`config.mk`:
```
export PLATFORM = sky130hd
export DESIGN_NAME = mult_div_unit
export DESIGN_NICKNAME = d
export VERILOG_FILES = /design/src/rtl/mult_div_unit.sv
export SDC_FILE = /design/constraint.sdc
export NUM_CORES = 1
export LEC_CHECK = 0
export BUFFER_PORTS_ARGS = -buffer_cell sky130_fd_sc_hd__buf_2
export CAP_MARGIN = 20
export CORE_MARGIN = 1
export CORE_UTILIZATION = 62
export DETAILED_ROUTE_END_ITERATION = 8
export HOLD_SLACK_MARGIN = 0.06
export PLACE_DENSITY = 0.9
export SKIP_CTS_REPAIR_TIMING = 1
export SYNTH_ARGS = -nofsm -noshare
export SYNTH_HDL_FRONTEND = slang
export SYNTH_SLANG_ARGS = --single-unit
```
`constraint.sdc`:
```
create_clock -name clk -period 4.5 [get_ports clk]
set_clock_uncertainty 0.2 [all_clocks]
set_input_delay 0.9 -clock clk [delete_from_list [all_inputs] [get_ports clk]]
set_output_delay 0.9 -clock clk [all_outputs]
set_load 0.02 [all_outputs]
```
`src/rtl/mult_div_unit.sv`:
```
// mult_div_unit: iterative multiply/divide unit that owns the HI/LO registers.
// It handles MULTU/MULT (shift-add) and DIVU/DIV (restoring shift-subtract).
// An operation takes bit_size iterations plus a sign-fix cycle. done and the
// new HI/LO appear bit_size+1 cycles after start is accepted.
// Optional feature macro: MD_HILO_WRITE_EN adds MTHI/MTLO write ports
// (HI_we, LO_we, Wdata). These ports are honoured only while the unit is idle.
module mult_div_unit #(
    parameter int bit_size = 32
) (
    input  logic                clk,
    input  logic                rst,
    input  logic                start,
    input  logic [1:0]          MDOp,
    input  logic [bit_size-1:0] src1,
    input  logic [bit_size-1:0] src2,
`ifdef MD_HILO_WRITE_EN
    input  logic                HI_we,
    input  logic                LO_we,
    input  logic [bit_size-1:0] Wdata,
`endif
    output logic                busy,
    output logic                done,
    output logic                DivZero,
    output logic [bit_size-1:0] HI,
    output logic [bit_size-1:0] LO
);

    localparam int CW = $clog2(bit_size + 1);

    typedef enum logic [1:0] {
        S_IDLE = 2'd0,
        S_RUN  = 2'd1,
        S_FIX  = 2'd2
    } state_t;

    state_t              r_state;
    state_t              w_next;
    logic [CW-1:0]       r_cnt;
    logic [bit_size-1:0] r_acc_hi;   // partial product high half / partial remainder
    logic [bit_size-1:0] r_acc_lo;   // multiplier bits / dividend-then-quotient bits
    logic [bit_size-1:0] r_opnd;     // multiplicand or divisor magnitude
    logic [bit_size-1:0] r_raw1;     // unmodified src1, returned in HI on divide-by-zero
    logic [bit_size-1:0] r_hi;
    logic [bit_size-1:0] r_lo;
    logic                r_is_div;
    logic                r_neg_main; // negate product / quotient
    logic                r_neg_rem;  // negate remainder (dividend sign)
    logic                r_zero_div;
    logic                r_busy;
    logic                r_done;
    logic                r_divzero;

    logic                w_accept;
    logic                w_last;
    logic                w_sign1;
    logic                w_sign2;
    logic [bit_size-1:0] w_mag1;
    logic [bit_size-1:0] w_mag2;
    logic [bit_size:0]   w_sum;
    logic [bit_size:0]   w_shift;
    logic [bit_size-1:0] w_diff;
    logic                w_ge;
    logic [bit_size-1:0] w_step_hi;
    logic [bit_size-1:0] w_step_lo;
    logic [2*bit_size-1:0] w_prod;
    logic [2*bit_size-1:0] w_prod_neg;
    logic [bit_size-1:0] w_res_hi;
    logic [bit_size-1:0] w_res_lo;

    // The done cycle is already back in IDLE but still busy, so a start there is refused.
    assign w_accept = (r_state == S_IDLE) && !r_busy && start;
    assign w_last   = (r_cnt == CW'(bit_size - 1));
    assign w_sign1  = MDOp[0] & src1[bit_size-1];
    assign w_sign2  = MDOp[0] & src2[bit_size-1];
    // Magnitudes are unsigned, so the most negative value maps to 2^(bit_size-1).
    assign w_mag1   = w_sign1 ? ({bit_size{1'b0}} - src1) : src1;
    assign w_mag2   = w_sign2 ? ({bit_size{1'b0}} - src2) : src2;

    assign w_sum    = {1'b0, r_acc_hi} + {1'b0, (r_acc_lo[0] ? r_opnd : {bit_size{1'b0}})};
    assign w_shift  = {r_acc_hi, r_acc_lo[bit_size-1]};
    assign w_ge     = (w_shift >= {1'b0, r_opnd});
    // When the subtract succeeds the difference is below the divisor, so the low bits suffice.
    assign w_diff   = w_shift[bit_size-1:0] - r_opnd;

    assign w_prod     = {r_acc_hi, r_acc_lo};
    assign w_prod_neg = {(2*bit_size){1'b0}} - w_prod;

    assign busy    = r_busy;
    assign done    = r_done;
    assign DivZero = r_divzero;
    assign HI      = r_hi;
    assign LO      = r_lo;

    // One shift-add or restoring shift-subtract step on the accumulator pair.
    always_comb begin
        w_step_hi = r_acc_hi;
        w_step_lo = r_acc_lo;
        if (r_is_div) begin
            w_step_hi = w_ge ? w_diff : w_shift[bit_size-1:0];
            w_step_lo = {r_acc_lo[bit_size-2:0], w_ge};
        end else begin
            w_step_hi = w_sum[bit_size:1];
            w_step_lo = {w_sum[0], r_acc_lo[bit_size-1:1]};
        end
    end

    // Final sign correction and divide-by-zero override applied in FIX.
    always_comb begin
        w_res_hi = r_acc_hi;
        w_res_lo = r_acc_lo;
        if (r_zero_div) begin
            w_res_hi = r_raw1;
            w_res_lo = {bit_size{1'b1}};
        end else if (r_is_div) begin
            w_res_lo = r_neg_main ? ({bit_size{1'b0}} - r_acc_lo) : r_acc_lo;
            w_res_hi = r_neg_rem  ? ({bit_size{1'b0}} - r_acc_hi) : r_acc_hi;
        end else begin
            {w_res_hi, w_res_lo} = r_neg_main ? w_prod_neg : w_prod;
        end
    end

    // Next-state logic for IDLE -> RUN (bit_size steps) -> FIX -> IDLE.
    always_comb begin
        w_next = r_state;
        case (r_state)
            S_IDLE:  w_next = w_accept ? S_RUN : S_IDLE;
            S_RUN:   w_next = w_last ? S_FIX : S_RUN;
            S_FIX:   w_next = S_IDLE;
            default: w_next = S_IDLE;
        endcase
    end

    // State register.
    always_ff @(posedge clk) begin
        if (rst) begin
            r_state <= S_IDLE;
        end else begin
            r_state <= w_next;
        end
    end

    // Operand capture, iteration datapath, HI/LO and status registers.
    always_ff @(posedge clk) begin
        if (rst) begin
            r_cnt      <= {CW{1'b0}};
            r_acc_hi   <= {bit_size{1'b0}};
            r_acc_lo   <= {bit_size{1'b0}};
            r_opnd     <= {bit_size{1'b0}};
            r_raw1     <= {bit_size{1'b0}};
            r_hi       <= {bit_size{1'b0}};
            r_lo       <= {bit_size{1'b0}};
            r_is_div   <= 1'b0;
            r_neg_main <= 1'b0;
            r_neg_rem  <= 1'b0;
            r_zero_div <= 1'b0;
            r_busy     <= 1'b0;
            r_done     <= 1'b0;
            r_divzero  <= 1'b0;
        end else begin
            r_done    <= 1'b0;
            r_divzero <= 1'b0;
            case (r_state)
                S_IDLE: begin
                    r_busy <= w_accept;
`ifdef MD_HILO_WRITE_EN
                    if (!r_busy && HI_we) begin
                        r_hi <= Wdata;
                    end
                    if (!r_busy && LO_we) begin
                        r_lo <= Wdata;
                    end
`endif
                    if (w_accept) begin
                        r_cnt      <= {CW{1'b0}};
                        r_is_div   <= MDOp[1];
                        r_neg_main <= w_sign1 ^ w_sign2;
                        r_neg_rem  <= w_sign1;
                        r_zero_div <= MDOp[1] && (src2 == {bit_size{1'b0}});
                        r_raw1     <= src1;
                        r_acc_hi   <= {bit_size{1'b0}};
                        r_acc_lo   <= MDOp[1] ? w_mag1 : w_mag2;
                        r_opnd     <= MDOp[1] ? w_mag2 : w_mag1;
                    end
                end
                S_RUN: begin
                    r_cnt    <= r_cnt + CW'(1);
                    r_acc_hi <= w_step_hi;
                    r_acc_lo <= w_step_lo;
                end
                S_FIX: begin
                    r_hi      <= w_res_hi;
                    r_lo      <= w_res_lo;
                    r_done    <= 1'b1;
                    r_divzero <= r_zero_div;
                    r_cnt     <= {CW{1'b0}};
                end
                default: begin
                    r_busy <= 1'b0;
                end
            endcase
        end
    end

endmodule

```
Yosys cells after proc, flatten, opt, wreduce, memory -nomap -nowiden
Cells that the tools add are included.

Flip-flop bits (word level): 207. Output and inout bits: 67.

Add/subtract/negate cells: 8. $lt $le $gt $ge: 1. Eq/ne operators: 4. Muxes and demuxes: 26. Bitwise logic cells: 4. Reductions and logical operators: 13.

Operators by type and width (number): two-way mux 32 bit (16); one-hot mux 32 bit (2 select lines) (2); subtractor 1 x 32 -> 32 bit, first input constant (4); two-way mux 64 bit (1); subtractor 1 x 64 -> 64 bit, first input constant (1); adder 32 x 32 -> 33 bit (1); greater-or-equal comparator 33 x 32 -> 1 bit (1); logical NOT 32 bit (1); subtractor 32 bit (1); one-hot mux 6 bit (3 select lines) (1); adder 6 x 1 -> 6 bit, second input constant (1); == test 6 x 5 -> 1 bit, second input constant (1); two-way mux 6 bit (1); AND reduction 2 bit (3); one-hot mux 2 bit (2 select lines) (1); OR reduction 2 bit (2); logical AND 1 bit (3); nonzero test 3 bit (1); bitwise AND 1 bit (2); == test 2 x 1 -> 1 bit, second input constant (1); == test 2 bit, second input constant (1); logical NOT 2 bit (1); two-way mux 1 bit (2); two-way mux 2 bit (1); 6 further kinds (6).

Depth between registers and ports, before layout
Depth after elaboration: 5. Mapped depth: 14.

Least setup slack after synthesis
Ideal clock, no wire load.

Path kind: register -> register. From: register r_acc_lo[0]. To: register r_acc_hi[30]. Library setup time: 116 ps. Arrival: 3194 ps. Required time: 4184 ps. Setup slack: 990 ps. Cell stages (with the launch flop): 14. Clock period less this slack: 3510 ps. Cell sequence: dfxtp_1 > clkbuf_1 > inv_1 > clkbuf_1 > nor2_1 > ha_1 > a21oi_1 > o221ai_1 > or4_1 > o21ai_1 > o21ai_0 > a2111o_1 > a211o_1 > o211a_1.

Longest elaborated chain between the ends: 4.

Ends and longest elaborated chain: start: declaration (RTL line 40) `logic [bit_size-1:0] r_acc_lo;`; start signal: assignment (RTL line 147) `r_acc_lo <= {bit_size{1'b0}};`; start signal: assignment (RTL line 181) `r_acc_lo <= MDOp[1] ? w_mag1 : w_mag2;`; start signal: assignment (RTL line 188) `r_acc_lo <= w_step_lo;`; two-way mux 32 bit (RTL line 79) `assign w_sum = {1'b0, r_acc_hi} + {1'b0, (r_acc_lo[0] ? r_opnd : {bit_size{1'b0}})};`; adder 32 x 32 -> 33 bit (RTL line 79); two-way mux 32 bit (RTL line 98) `if (r_is_div) begin`; one-hot mux 32 bit (2 select lines) (RTL line 162) `case (r_state)`; end signal: assignment (RTL line 146) `r_acc_hi <= {bit_size{1'b0}};`; end signal: assignment (RTL line 180) `r_acc_hi <= {bit_size{1'b0}};`; end signal: assignment (RTL line 187) `r_acc_hi <= w_step_hi;`; end: declaration (RTL line 39) `logic [bit_size-1:0] r_acc_hi;`.

Every way passes these cells. A chain may end at the register's enable or synchronous reset.

Worst setup path after layout
Same ends and word-level chain as after synthesis.

==> flow_summary.ini <==
[outcome]
status = finished clean

[floorplanning]
die_area_um2 = 26300
floorplan.rows = 58
fp.dieH_um = 162
start_util = 0.632
design.core.area_um2 = 25200
die_w_um = 162
io_pins = 136

[hold_path]
whs_path_depth = 2
hp-class = reg -> reg
min-delay-start = r_raw1[4]
hold_path_end = r_raw1[4]

[synthesis]
synth_commonest_cells = nor2_1 (239), nand2_1 (238), dfxtp_1 (207), a21oi_1 (169), clkbuf_1 (126)
synth_top_cell_area_share = 0.260
synth_cell_type_count = 87
seq_area_frac_synth = 0.260
ys_ff_latch = 207
synth_top_area_cell = dfxtp_1
synth_most_common_cell = nor2_1
synth_area_um2 = 15900
synth_cells = 2136
synth_edf_count = 0
synth_warnings = 0
syn_avg_cell_area_um2 = 7.46
synth_ff_type = dfxtp_1
async_flop_share = 0
synth_nets = 2280
ys_top_cells_by_area = dfxtp_1 (26%), xnor2_1 (6.4%), ha_1 (5.7%), nor2_1 (5.6%), nand2_1 (5.6%)

[worst_setup_path]
r2r_cells = 11
critPathKind = reg -> reg
cp-end-kind = flip-flop
startpoint_type = flip-flop
r2r-end = r_acc_hi[30]
crit_fanout = 12
r2r_start = r_acc_lo[0]
required_ns = 4.71
r2r_setup_slack_ns = 0.50
cp.arrival_ns = 4.21

[timing]
grt_setup_unrepaired = false
hold_ws_ns = 0.258
slew_viol_final = 0
setup_ws_ns = 0.503
finalCritPeriodShare = 0.888
worstMarginPinSlew_ns = 0.976
timing.fmax_mhz = 250
tns_ns = 0
finalHoldViolCount = 0
max-slew-margin-rel = 0.350
finalCriticalPeriod_ns = 4.00
report.final.setup_viol = 0

[routing]
totalWireLength_um = 55900
first_pass_iters = 8
ant_nets = 0
drt_iter0_markers = 2094
drc_errors = 0
num_vias = 17159
avgRoutedWirePerCell_um = 22.0
viasPerCell = 6.74

[run]
cap_viol_max_count = 0

[clocking]
cts_tree = done
cts_root_buf = clkbuf_16
clockBufferDepth = 3
clk_transition_reported_paths_ns = 0.06
cts.sinks = 207
cts-htree-levels = 1
clock_latency_ns = 0.52
cts_buffers = 23

[placement]
hpwl_um = 41800
gp_congestion = 1.07
dp_slack_ns = 0.573
io_buffers = 135
dp_cells = 2505
dpl_cell_area_um2 = 16800

[layout]
final_layout_size_suffix_gt1_frac = 0.126
synthToLayoutAreaGrowth_pct = 10.7
fin_cells = 2546
fillers = 2064
regArea_um2 = 4150
num_antenna_cells = 0
final_core_util = 0.700
num-nets-final = 2344
multi_input_area_um2 = 10900
design_area_um2 = 17600

[grt]
track_usage = 0.416
use_met3 = 0.0564
grt_max_degree = 82
grtUsageMet2 = 0.670
gr-total-overflow = 0
top_usage_layer = met2
grt_pass1_wl_um = 86900
antenna_found_initial = 0
grtUsageMet1 = 0.540
grt_pass1_vias = 15833

[power]
leakagePower_nw = 7.35
p_seq_frac = 0.366
power_frac_comb = 0.270
p_sw_mw = 1.91
clkPwrFrac = 0.364
ir_worst_vdd_v = 0.000354
p_per_area_nw_per_um2 = 316
switching_share = 0.342
internal_power_mw = 3.67
total_power_mw = 5.58
==> sequential cells by signal, summed over array words and instances, names as in the netlist, 2 cells and up <==
signal	cells
HI	32
r_acc_hi	32
r_state	2
r_opnd	32
LO	32
r_raw1	32
r_cnt	6
r_acc_lo	32
==> area by class of cell <==
type                            instances  area share
Clock buffer                           26      0.0344
Clock inverter                         15      0.0111
Inverter                               81      0.0172
Multi-Input combinational cell       1706       0.621
Sequential cell                       207       0.235
Tap cell                              330      0.0234
Timing Repair Buffer                  181      0.0581
==> worst max-delay path by stage <==
stage | start | endpoint | slack (ns)
CTS | r_acc_lo[0] | r_acc_hi[30] | 0.57
global route | r_acc_lo[0] | r_acc_hi[30] | 0.38
floorplan | r_acc_lo[0] | r_acc_hi[30] | 0.99
detailed placement | src2[0] | r_acc_lo[30] | 0.57
finish | r_acc_lo[0] | r_acc_hi[30] | 0.50
global placement | r_acc_lo[0] | r_acc_hi[30] | 0.67
==> layout by cell type (no fill, tap or decap), types with 10 or more instances in the layout <==
cell | Yosys | layout
nand2b_1 | 17 | 17
a21oi_1 | 169 | 168
o22ai_1 | 30 | 30
ha_1 | 73 | 72
a31oi_1 | 33 | 33
nor4_1 | 10 | 10
a211oi_1 | 63 | 63
nor3_1 | 65 | 65
buf_2 | 6 | 134
nand2_1 | 238 | 238
nor2_1 | 239 | 237
dfxtp_1 | 207 | 205
or3_1 | 11 | 11
xor2_1 | 44 | 44
o211ai_1 | 47 | 47
mux2i_1 | 47 | 47
a22oi_1 | 13 | 13
nor2b_1 | 14 | 14
o31ai_1 | 24 | 24
buf_4 | 1 | 47
and3_1 | 16 | 16
inv_1 | 78 | 78
nand4_1 | 16 | 16
o21ai_0 | 108 | 108
xnor2_1 | 116 | 116
clkbuf_16 | 0 | 23
mux2_2 | 20 | 20
or4_1 | 22 | 22
a21o_1 | 32 | 32
nand3_1 | 39 | 39
o211a_1 | 27 | 27
and2_1 | 17 | 17
o21a_1 | 16 | 16
==> worst max-delay path, cell delays in order, from the launching register on <==
cell      delay (ns)
dfxtp_1         0.53
inv_1           0.30
nor2_1          0.17
ha_1            0.30
a21oi_1         0.21
o221ai_1        0.17
or4_1           0.43
o21ai_1         0.40
o21ai_0         0.28
a2111o_1        0.46
a211o_1         0.30
o211a_1         0.12
==> power groups by stage <==
stage	clock [mW]	combinational [mW]	sequential (mW)
global placement	0	1.43	2.07
CTS	2.03	1.47	2.03
floorplan	0	1.04	2.02
global route	2.10	1.62	2.05
detailed placement	0	1.45	2.07
finish	2.03	1.51	2.04
==> metal layers <==
| metal | part of all wire | wire length (µm) |
|---|---|---|
| met1 | 0.40 | 22200 |
| met2 | 0.45 | 25400 |
| met3 | 0.096 | 5350 |
| met4 | 0.054 | 3040 |
| met5 | 0 | 0 |
==> logic make-up after synthesis <==
| kind of cell | after synthesis | synth area share |
|---|---|---|
| compound gates | 661 | 0.276 |
| xor+xnor | 160 | 0.0880 |
| flops | 207 | 0.260 |
| fa+ha+maj | 75 | 0.0599 |
| mux | 67 | 0.0437 |
| simple gates | 743 | 0.218 |
| buf+inv | 223 | 0.0542 |
No activity file was read; power rests on OpenSTA's default activity.
